`src/rtl/dmem_write_buffer.sv`:
```
// dmem_write_buffer
// Data-memory stage behind the MIPS M stage. Stores are posted into a small
// circular write buffer and drained into a single-port word RAM on cycles
// without a load. Loads return data combinationally.
//
// Optional feature macro: DMEM_FWD_EN
//   defined   -> store-to-load forwarding from the youngest matching entry
//   undefined -> no forwarding mux; a load hitting a pending entry stalls
//                and the drain proceeds so the matching entry retires.
module dmem_write_buffer #(
    parameter int DEPTH     = 4,
    parameter int MEM_WORDS = 64
) (
    input  logic                       clk,
    input  logic                       reset,
    input  logic                       MemWriteM,
    input  logic                       MemReadM,
    input  logic [31:0]                ALUOutM,
    input  logic [31:0]                WriteDataM,
    output logic [31:0]                ReadDataM,
    output logic                       MemStallM,
    output logic [$clog2(DEPTH+1)-1:0] wb_count,
    output logic                       wb_empty
);

    localparam int IW = $clog2(MEM_WORDS);
    localparam int PW = $clog2(DEPTH);
    localparam int CW = $clog2(DEPTH+1);

    // Buffer entries: word index and data, addressed by head/tail pointers.
    logic [IW-1:0] entryIdx_q  [DEPTH];
    logic [31:0]   entryData_q [DEPTH];

    // Backing word RAM; contents survive reset.
    logic [31:0]   mem_q [MEM_WORDS];

    logic [PW-1:0] head_q, head_d;
    logic [PW-1:0] tail_q, tail_d;
    logic [CW-1:0] count_q, count_d;
    logic          empty_q, empty_d;

    logic [IW-1:0] wordIdx;
    logic          full;
    logic          matchHit;
    logic          enqEn;
    logic          drainEn;
    logic          unusedAddrBits;

`ifdef DMEM_FWD_EN
    logic [31:0]   fwdData;
`else
    logic          loadHit;
`endif

    assign wordIdx        = ALUOutM[IW+1:2];
    assign unusedAddrBits = ^{ALUOutM[31:IW+2], ALUOutM[1:0]};
    assign full           = (count_q == CW'(DEPTH));
    assign wb_count       = count_q;
    assign wb_empty       = empty_q;

    // Scan valid entries oldest to youngest so the last match wins.
    always_comb begin
        matchHit = 1'b0;
`ifdef DMEM_FWD_EN
        fwdData  = '0;
`endif
        for (int i = 0; i < DEPTH; i++) begin
            if ((CW'(i) < count_q) &&
                (entryIdx_q[head_q + PW'(i)] == wordIdx)) begin
                matchHit = 1'b1;
`ifdef DMEM_FWD_EN
                fwdData  = entryData_q[head_q + PW'(i)];
`endif
            end
        end
    end

    // Stall, drain and enqueue decisions plus the load data mux.
    always_comb begin
`ifdef DMEM_FWD_EN
        MemStallM = MemWriteM && full && MemReadM;
        drainEn   = !empty_q && !MemReadM;
        ReadDataM = matchHit ? fwdData : mem_q[wordIdx];
`else
        // A load hitting a pending store must wait; letting the drain run
        // during that stall is what eventually clears the hit.
        loadHit   = MemReadM && matchHit;
        MemStallM = (MemWriteM && full && MemReadM) || loadHit;
        drainEn   = !empty_q && (!MemReadM || (loadHit && !MemWriteM));
        ReadDataM = mem_q[wordIdx];
`endif
        enqEn = MemWriteM && !MemStallM;
    end

    // Next pointer and occupancy values.
    always_comb begin
        head_d  = head_q;
        tail_d  = tail_q;
        count_d = count_q;
        if (drainEn) begin
            head_d = head_q + PW'(1);
        end
        if (enqEn) begin
            tail_d = tail_q + PW'(1);
        end
        case ({enqEn, drainEn})
            2'b10:   count_d = count_q + CW'(1);
            2'b01:   count_d = count_q - CW'(1);
            default: count_d = count_q;
        endcase
        empty_d = (count_d == '0);
    end

    // Pointer and occupancy registers; reset discards pending stores.
    always_ff @(posedge clk or negedge reset) begin
        if (!reset) begin
            head_q  <= '0;
            tail_q  <= '0;
            count_q <= '0;
            empty_q <= 1'b1;
        end else begin
            head_q  <= head_d;
            tail_q  <= tail_d;
            count_q <= count_d;
            empty_q <= empty_d;
        end
    end

    // Entry storage; only meaningful while counted as valid.
    always_ff @(posedge clk) begin
        if (enqEn) begin
            entryIdx_q[tail_q]  <= wordIdx;
            entryData_q[tail_q] <= WriteDataM;
        end
    end

    // Retire the head entry into RAM; a full-buffer enqueue may reuse the
    // same slot at this edge since the old value is read before the update.
    always_ff @(posedge clk) begin
        if (drainEn) begin
            mem_q[entryIdx_q[head_q]] <= entryData_q[head_q];
        end
    end

endmodule

```
`config.mk`:
```
export PLATFORM = sky130hd
export DESIGN_NAME = dmem_write_buffer
export DESIGN_NICKNAME = d
export VERILOG_FILES = /design/src/rtl/dmem_write_buffer.sv
export SDC_FILE = /design/constraint.sdc
export NUM_CORES = 2
export LEC_CHECK = 0
export ABC_AREA = 1
export CELL_PAD_IN_SITES_DETAIL_PLACEMENT = 1
export CELL_PAD_IN_SITES_GLOBAL_PLACEMENT = 1
export CORE_ASPECT_RATIO = 0.6
export CORE_MARGIN = 5
export CORE_UTILIZATION = 50
export CTS_CLUSTER_DIAMETER = 120
export DETAILED_ROUTE_END_ITERATION = 8
export GPL_ROUTABILITY_DRIVEN = 0
export PLACE_DENSITY_LB_ADDON = 0.1
export SETUP_SLACK_MARGIN = 0.02
export SLEW_MARGIN = 20
export SYNTH_ARGS = -nofsm -noshare
export SYNTH_HDL_FRONTEND = slang
export SYNTH_SLANG_ARGS = --single-unit
```
`constraint.sdc`:
```
create_clock -name clk -period 4.5 [get_ports clk]
set_input_delay 0.675 -clock clk [delete_from_list [all_inputs] [get_ports clk]]
set_output_delay 0.675 -clock clk [all_outputs]
set_load 0.005 [all_outputs]
```
==> results.json <==
{
  "crit_type": "in2out",
  "synth_warnings": 0,
  "endpoint": "ReadDataM[9]",
  "period_share_pct": 94.5,
  "ctsResizeCount": 0,
  "rsz0062_at_grt": "false",
  "finClkSkew_ns": 0.0382,
  "tns_ns": 0,
  "drc": 0,
  "slew_headroom_pct": 26.6,
  "reg2regPathDepth": 14,
  "mappedNetlistNets": 6718,
  "portBuffers": 78,
  "r2r_slack_ns": 0.56,
  "cts_sinks": 2208,
  "initial_utilization_pct": 50.4,
  "p_leak_nw": 32.0,
  "fill_cells": 16602,
  "die_width_um": 549,
  "die_area_um2": 183000,
  "mostFrequentLayoutCell": "edfxtp_1",
  "r2r_start": "head_q[1]",
  "fin_hold_ws_ns": 0.188,
  "r2r-end": "mem_q[3][9]",
  "route.met2.wl_mm": 121,
  "ir_drop_v": 0.000470,
  "mostFrequentLayoutCells": "edfxtp_1, nor2_1, o21ai_0, o22ai_1, nand2_1",
  "wl_per_cell_um": 29.0,
  "power_density_nw_per_um2": 561,
  "antenna_found_initial": 4,
  "cts_buffer_depth": 4,
  "ant_nets": 0,
  "area_delta_synth_final_pct": 14.2,
  "drt_first_pass_iters": 5,
  "routed.top_layer": "met4",
  "start_kind": "input pin",
  "post_cts_buffers": 0,
  "grt_usage_pct": 28.8,
  "status": "finished, final reports clean",
  "synthesis.area_um2": 87100,
  "setup_viol": 0,
  "ys_seq_elements": 2208,
  "fin_crit_ns": 4.25,
  "cts_made_buffers": 205,
  "io_pins": 105,
  "grt_pass1_wl_mm": 395,
  "grt_max_degree": 127,
  "num_vias": 57877,
  "crit_path_start": "ALUOutM[2]",
  "ctsHtreeMaxLevel": 4,
  "nets": 6847,
  "maxCapViolCount": 0,
  "timing.fmax_mhz": 235,
  "viasPerCell": 6.25,
  "worst_setup_path_end_kind": "output pin",
  "drt-met1-wl_mm": 122,
  "critPathRequiredTime_ns": 3.83,
  "core-area_um2": 173000,
  "crit_arrival_ns": 3.58,
  "layout-drive-gt1-share_pct": 10.8,
  "chipHeight_um": 333,
  "clock_latency_ns": 0.85,
  "grt_pass1_vias": 58450,
  "std_cell_rows": 118,
  "cts_tree": "yes",
  "drv_slew": 0,
  "tightest_slew_ns": 1.10,
  "clkTransAtPathRegs_ns": 0.06,
  "hpwlAfterDp_mm": 154,
  "wl_mm": 269,
  "synth_cell_type_count": 38,
  "ctsRootBufferMaster": "clkbuf_16",
  "hp-class": "in2async",
  "synth_cells": 6640,
  "overflow": 0,
  "first_iter_violations": 6585,
  "syn_area_per_cell_um2": 13.1,
  "crit_path_max_fanout": 58,
  "seq_area_frac_synth_pct": 76.1,
  "hold_viol": 0,
  "hold_buffers": 0,
  "met3_length_mm": 19.1
}
## routing by layer
metal	track usage [%]	up-vias
met1	44.0	30089
met2	43.9	2305
li1	-	25092
met4	7.46	0
met5	0	-
met3	4.04	391
## cells in the mapped netlist, drive strengths merged
cell type,n,area share (%)
xor2,2,0.020
a21oi,53,0.30
a22oi,33,0.28
xnor2,1,0.010
nand4,5,0.036
clkinv,2,0.0086
a31oi,4,0.029
buf,131,0.83
o211ai,15,0.13
nor3,16,0.092
nor2,1339,5.8
a211oi,1,0.0086
o22ai,626,4.5
dfrtp,7,0.20
inv,46,0.20
a21boi,1,0.0086
nand2,319,1.4
nand3b,1,0.0086
o2bb2ai,1,0.010
o221ai,2,0.020
edfxtp,2200,76
nand3,174,1.1
o21ai,1279,7.4
ha,10,0.14
dfstp,1,0.030
clkbuf,352,1.5
or2,10,0.072
o31ai,9,0.078
## registers in the layout, indices dropped and copies added (netlist names)
register and count:
head_q 2, tail_q 2, entryIdx_q 24, wb_empty 1
mem_q 2048, entryData_q 128, wb_count 3
## worst min-delay path by stage
stage / endpoint / slack [ns] / depth (start not counted)
5_1_grt: entryIdx_q[0][4] / 0.16 / 1
3_3_place_gp: tail_q[1] / 0.52 / 2
3_5_place_dp: tail_q[0] / 0.54 / 2
2_1_floorplan: head_q[0] / 0.38 / 0
4_1_cts: head_q[1] / 0.14 / 1
6_report: head_q[1] / 0.19 / 1
## cell families after synthesis
family	synth area share, %
flops	76.1
simple gates	8.48
fa+ha+maj	0.144
compound gates	12.7
buf+inv	2.55
xor+xnor	0.0302
## cell type report
type / count / area, um^2 / area share (%)
antenna: 1 / 2.50 / 0.00252
clock buffer: 253 / 5350 / 5.38
clock inverter: 109 / 973 / 0.978
inverter: 48 / 213 / 0.214
multi-input combinational: 3901 / 19300 / 19.4
sequential: 2208 / 66300 / 66.6
tap: 2340 / 2930 / 2.94
timing repair buffer: 405 / 4440 / 4.46
## critical path: stages
cell and delay (ns):
buf_8 0.24, inv_8 0.18, buf_12 0.23, buf_4 0.27, o21ai_0 0.19, o22ai_1 0.09, nand2_1 0.07, a21oi_1 0.07
nor3_1 0.68, o22ai_1 0.25, clkdlybuf4s50_1 0.51
## power breakdown
part           internal (mW)  switching [mW]
Combinational           1.95            8.62
Clock                   9.44            7.61
Sequential              27.9           0.254
## metrics by stage
| step | setup slack (ns) | utilization, % | total power [mW] | cell area, um^2 | instances |
|---|---|---|---|---|---|
| after global routing | 0.0474 | 57.5 | 57.9 | 99500 | 9264 |
| after global placement | 0.348 | 53.9 | 38.7 | 93100 | 8902 |
| after CTS | 0.0957 | 57.5 | 56.0 | 99500 | 9264 |
| after detailed placement | 0.276 | 53.9 | 39.2 | 93100 | 8902 |
| final | 0.246 | 57.5 | 55.8 | 99500 | 9265 |
| after floorplan | 0.710 | - | 33.9 | 87100 | 6640 |
(Power assumes the default switching activity.)
